<file path="src/rtl/pc_sequencer.sv">
// rtl/pc_sequencer.sv - fetch-stage next-PC controller with boot delay, stall-pending redirects and halt/resume
module pc_sequencer #(
    parameter logic [31:0] RESET_PC    = 32'd0,
    parameter logic [31:0] EXC_VECTOR  = 32'd1000,
    parameter logic [31:0] PC_STEP     = 32'd1,
    parameter int          BOOT_CYCLES = 2
) (
    input  logic        clk,
    input  logic        clear,
    input  logic        stall,
    input  logic        branch_taken,
    input  logic [31:0] branch_target,
    input  logic        jump,
    input  logic [31:0] jump_target,
    input  logic        exception,
    input  logic        halt_req,
    input  logic        resume,
    output logic [31:0] pc_out,
    output logic        pc_valid,
    output logic        flush,
    output logic [1:0]  state_out
);

    localparam int CW = (BOOT_CYCLES > 1) ? $clog2(BOOT_CYCLES) : 1;
    localparam logic [CW-1:0] BOOT_LAST = CW'(BOOT_CYCLES - 1);

    typedef enum logic [1:0] {
        ST_BOOT = 2'b00,
        ST_RUN  = 2'b01,
        ST_HALT = 2'b10
    } state_t;

    state_t        state_q, state_d;
    logic [31:0]   pc_q, pc_d;
    logic          flush_q, flush_d;
    logic          pend_valid_q, pend_valid_d;
    logic          pend_jump_q, pend_jump_d;
    logic [31:0]   pend_target_q, pend_target_d;
    logic [CW-1:0] boot_cnt_q, boot_cnt_d;

    always_ff @(posedge clk or posedge clear) begin
        if (clear) begin
            state_q       <= ST_BOOT;
            pc_q          <= RESET_PC;
            flush_q       <= 1'b0;
            pend_valid_q  <= 1'b0;
            pend_jump_q   <= 1'b0;
            pend_target_q <= 32'd0;
            boot_cnt_q    <= '0;
        end else begin
            state_q       <= state_d;
            pc_q          <= pc_d;
            flush_q       <= flush_d;
            pend_valid_q  <= pend_valid_d;
            pend_jump_q   <= pend_jump_d;
            pend_target_q <= pend_target_d;
            boot_cnt_q    <= boot_cnt_d;
        end
    end

    always_comb begin
        state_d       = state_q;
        pc_d          = pc_q;
        flush_d       = 1'b0;
        pend_valid_d  = pend_valid_q;
        pend_jump_d   = pend_jump_q;
        pend_target_d = pend_target_q;
        boot_cnt_d    = boot_cnt_q;

        unique case (state_q)
            ST_BOOT: begin
                pc_d = RESET_PC;
                if (boot_cnt_q == BOOT_LAST) begin
                    state_d    = ST_RUN;
                    boot_cnt_d = '0;
                end else begin
                    boot_cnt_d = boot_cnt_q + 1'b1;
                end
            end
            ST_RUN: begin
                if (exception) begin
                    pc_d         = EXC_VECTOR;
                    flush_d      = 1'b1;
                    pend_valid_d = 1'b0;
                end else if (stall) begin
                    // A pending jump is never displaced by a later branch.
                    if (jump) begin
                        pend_valid_d  = 1'b1;
                        pend_jump_d   = 1'b1;
                        pend_target_d = jump_target;
                    end else if (branch_taken && !(pend_valid_q && pend_jump_q)) begin
                        pend_valid_d  = 1'b1;
                        pend_jump_d   = 1'b0;
                        pend_target_d = branch_target;
                    end
                end else begin
                    pend_valid_d = 1'b0;
                    if (jump) begin
                        pc_d    = jump_target;
                        flush_d = 1'b1;
                    end else if (branch_taken) begin
                        pc_d    = branch_target;
                        flush_d = 1'b1;
                    end else if (pend_valid_q) begin
                        pc_d    = pend_target_q;
                        flush_d = 1'b1;
                    end else if (halt_req) begin
                        state_d = ST_HALT;
                    end else begin
                        pc_d = pc_q + PC_STEP;
                    end
                end
            end
            ST_HALT: begin
                if (exception) begin
                    pc_d         = EXC_VECTOR;
                    flush_d      = 1'b1;
                    pend_valid_d = 1'b0;
                    state_d      = ST_RUN;
                end else if (resume) begin
                    state_d = ST_RUN;
                end
            end
            default: state_d = ST_BOOT;
        endcase
    end

    assign pc_out    = pc_q;
    assign pc_valid  = (state_q == ST_RUN);
    assign flush     = flush_q;
    assign state_out = state_q;

endmodule

</file>
<file path="config.mk">
export PLATFORM = sky130hd
export DESIGN_NAME = pc_sequencer
export DESIGN_NICKNAME = d
export VERILOG_FILES = /design/src/rtl/pc_sequencer.sv
export SDC_FILE = /design/constraint.sdc
export NUM_CORES = 1
export LEC_CHECK = 0
export ABC_AREA = 0
export ABC_CLOCK_PERIOD_IN_PS = 3900
export BUFFER_PORTS_ARGS = -buffer_cell sky130_fd_sc_hd__buf_2
export CORE_UTILIZATION = 45
export DETAILED_ROUTE_END_ITERATION = 12
export PLACE_DENSITY = 0.65
export SLEW_MARGIN = 20
export SYNTH_ARGS = -nofsm -noshare
export SYNTH_HDL_FRONTEND = slang
export SYNTH_SLANG_ARGS = --single-unit
</file>
<file path="constraint.sdc">
create_clock -name clk -period 3.9 [get_ports clk]
set_input_delay 0.195 -clock clk [delete_from_list [all_inputs] [get_ports clk]]
set_output_delay 0.195 -clock clk [all_outputs]
set_load 0.1 [all_outputs]
</file>
==> impl_results.md <==
- Initial Util: 46.62%
- Fmax: 0.3630 GHz
- Clock group share of total power: 19.4%
- CP max FO: 12
- Post CTS Setup Buffer Count: 0
- Worst slew margin: 33.28%
- Status: finished clean
- Die Ht: 105.7 µm
- EDFF count, synth: 0
- Die Wd: 105.7 µm
- LEAKAGE: 0.002557 µW
- Core Region: 10370 µm²
- Share of cells above drive strength 1: 21.83%
- Worst r2r path cells: 8
- Routed Antenna Nets: 0
- Final Wtd Congestion: 0.8658
- Synthesized instance count: 567
- Worst r2r src: state_out[0]$_DFFE_PP0P_
- YS warnings: 0
- Crit path time final: 2.755 ns
- Final Cycle Share: 70.64%
- VDD IR max: 0.5102 mV
- Seq pwr share: 35.1%
- Area delta synth->final: 16.02%
- Routed wire per std cell: 19.48 µm
- Switching share of power: 48.80%
- CTS Hold Buffers Added: 0
- Placed cell area: 5395 µm²
- Internal Power: 1681 µW
- Cell area after synthesis: 4835 µm²
- Root Buffer: clkbuf_8
- Final cell count without fillers: 791
- Skew-Pair Late Insertion Delay: 0.35 ns
- Die area: 11160 µm²
- DRC viols: 0
- # fillers: 999
- Hold Fails Final Rpt: 0
- Final nets: 727
- Synth cell types: 69
- Seq/Total Area, Yosys: 36.23%
- H-tree depth: 3
- Critical Path End Type: flip-flop
- Number of buffers created by CTS: 9
- DRT iter0 DRCs: 396
- CTS sink cnt: 70
- Vias per cell: 6.263
- Clock transition at path regs: 0.08 ns
- Number of global-route vias before repair: 4702
- Post-Place Worst Slack: 1.201 ns
- First-pass GRT wire length: 24520 µm
- Tot GR Track Use: 28.24%
- Share of total power in combinational logic: 45.6%
- Largest net degree at the start of global routing: 66
- Ys async rst share: 100.0%
- Hold Path Class: in2async
- Crit Path Class: reg2reg
- Setup TNS: 0 ns
- HPWL Detailed: 10610 µm
- Cts repair resizes: 0
- Ys flop type: dfrtp_1
- Number of antenna violations at the first check in global routing: 0
- Max-cap violations: 0
- WP data required: 4.19 ns
- Flop and latch count out of synthesis: 70
- Final worst clock skew: 0.01058 ns
- IO buf count: 107
- Clock Path Buffers: 2
- Via total after detailed routing: 4954
- PwrDens: 585.4 nW/µm²
- DP Cell Count: 775
- Slew @ Worst Pin: 0.9994 ns
- Sw power: 1602 µW
- CTS tree: done
- Final Max Tran Viols: 0
- Crit path arrival time: 3.04 ns
- Mean Syn Cell Area: 8.527 µm²
- Number of diodes: 0
- Crit path launch type: flip-flop
- RSZ-0062 raised after global routing: false
- R2R Setup Slk: 1.14 ns
- Gr ovfl total: 0
- Design area: 5609 µm²
- Final setup vio count: 0
- Synth Net Count: 644
- Drt pass-1 iters: 4
- Row count: 37
- Ports: 108
- WHS: 0.07252 ns
- Critical R2R Capture: pc_out[15]$_DFFE_PP0P_
- Detailed Route WL: 15410 µm
- Final setup margin: 1.145 ns
-- cell type report --
cell class / count / area, µm² / area share, %
Inverter: 16 / 60.06 / 1.071
Timing Repair Buffer: 116 / 603.1 / 10.75
Clock inverter: 5 / 57.56 / 1.026
Tap cell: 136 / 170.2 / 3.034
Multi-Input combinational cell: 437 / 2815 / 50.19
Sequential cell: 70 / 1752 / 31.23
Clock buffer: 11 / 151.4 / 2.699
-- critical path: stages, from the launching register on --
cell	delay, ns
dfrtp_1	0.42
inv_1	0.10
ha_1	0.31
nor4_1	0.36
nand3_1	0.43
nor2_1	0.50
buf_4	0.27
o311a_1	0.18
a22o_1	0.12
-- synthesized netlist by cell type (9+ instances only) --
| library cell | number | area, µm² |
|---|---|---|
| mux2i_1 | 22 | 220.2 |
| inv_1 | 15 | 56.30 |
| o21ai_0 | 46 | 230.2 |
| nand3_1 | 20 | 100.1 |
| o22ai_1 | 13 | 81.33 |
| a21boi_0 | 16 | 120.1 |
| nand2_1 | 73 | 274.0 |
| nand4_1 | 10 | 62.56 |
| nor2_1 | 23 | 86.33 |
| nor3_1 | 12 | 60.06 |
| dfrtp_1 | 70 | 1752 |
| a21oi_1 | 16 | 80.08 |
| o21ai_1 | 12 | 60.06 |
| clkbuf_1 | 32 | 120.1 |
| o31ai_1 | 9 | 67.56 |
| a221o_1 | 9 | 90.09 |
-- metrics by stage --
stage / utilization [%] / power (µW)
after CTS: 54.04 / 3270
after floorplan: - / 2287
after detailed placement: 52.03 / 2642
final: 54.09 / 3284
after global placement: 52.03 / 2602
after global routing: 54.09 / 3467
-- power groups by stage --
stage          logic [µW]  clock network (µW)  registers [µW]
3_3_place_gp         1450                   0            1150
6_report             1500                 636            1150
5_1_grt              1620                 667            1180
3_5_place_dp         1490                   0            1160
4_1_cts              1490                 637            1140
2_1_floorplan         732                   0            1550
-- placed cells by master (no fill, tap or decap), types with 9 or more instances in the layout --
cell type,Yosys,layout
buf_2,4,107
nand2_1,73,73
dfrtp_1,70,70
o21ai_0,46,46
nor2_1,23,23
mux2i_1,22,22
nand3_1,20,20
a21oi_1,16,16
a21boi_0,16,16
inv_1,15,14
o22ai_1,13,13
nor3_1,12,12
o21ai_1,12,12
clkbuf_8,3,11
nand4_1,10,10
o31ai_1,9,9
a221o_1,9,9
buf_4,0,9
-- metal layers --
| layer | vias to the layer above | part of all wire, % | track usage (%) |
|---|---|---|---|
| li1 | 2311 | - | - |
| met1 | 2423 | 46 | 39.55 |
| met2 | 198 | 46 | 44.82 |
| met3 | 22 | 6.2 | 3.587 |
| met4 | 0 | 2.0 | 9.821 |
| met5 | - | 0 | 0 |
-- sequential cells by signal, indices dropped and copies added (netlist names) --
register,cells
pc_out,32
pend_target_q,32
state_out,2
boot_cnt_q,1
flush,1
pend_jump_q,1
pend_valid_q,1
-- kinds of logic (layout without fill, tap and decap cells) --
family	count (synthesis)	in the layout	share of synthesized area, %
AO/OA/AOI/OAI	203	203	29.30
flip-flops	70	70	36.23
XOR/XNOR	11	11	1.993
buffers and inverters	60	148	5.693
AND/OR/NAND/NOR	196	196	20.94
adder cells (fa/ha/maj)	5	5	1.294
multiplexers	22	22	4.555
-- worst max-delay path by stage --
stage                              from                      to  slack (ns)  cells after the start
3_5_place_dp   state_out[0]$_DFFE_PP0P_  pc_out[15]$_DFFE_PP0P_        1.20                      8
3_3_place_gp   state_out[0]$_DFFE_PP0P_  pc_out[19]$_DFFE_PP0P_        1.30                      7
6_report       state_out[0]$_DFFE_PP0P_  pc_out[15]$_DFFE_PP0P_        1.14                      8
4_1_cts        state_out[0]$_DFFE_PP0P_  pc_out[19]$_DFFE_PP0P_        1.16                      7
5_1_grt        state_out[0]$_DFFE_PP0P_  pc_out[28]$_DFFE_PP0P_         1.0                      7
2_1_floorplan  state_out[0]$_DFFE_PP0P_  pc_out[25]$_DFFE_PP0P_        0.56                      7
(Power assumes the default switching activity.)
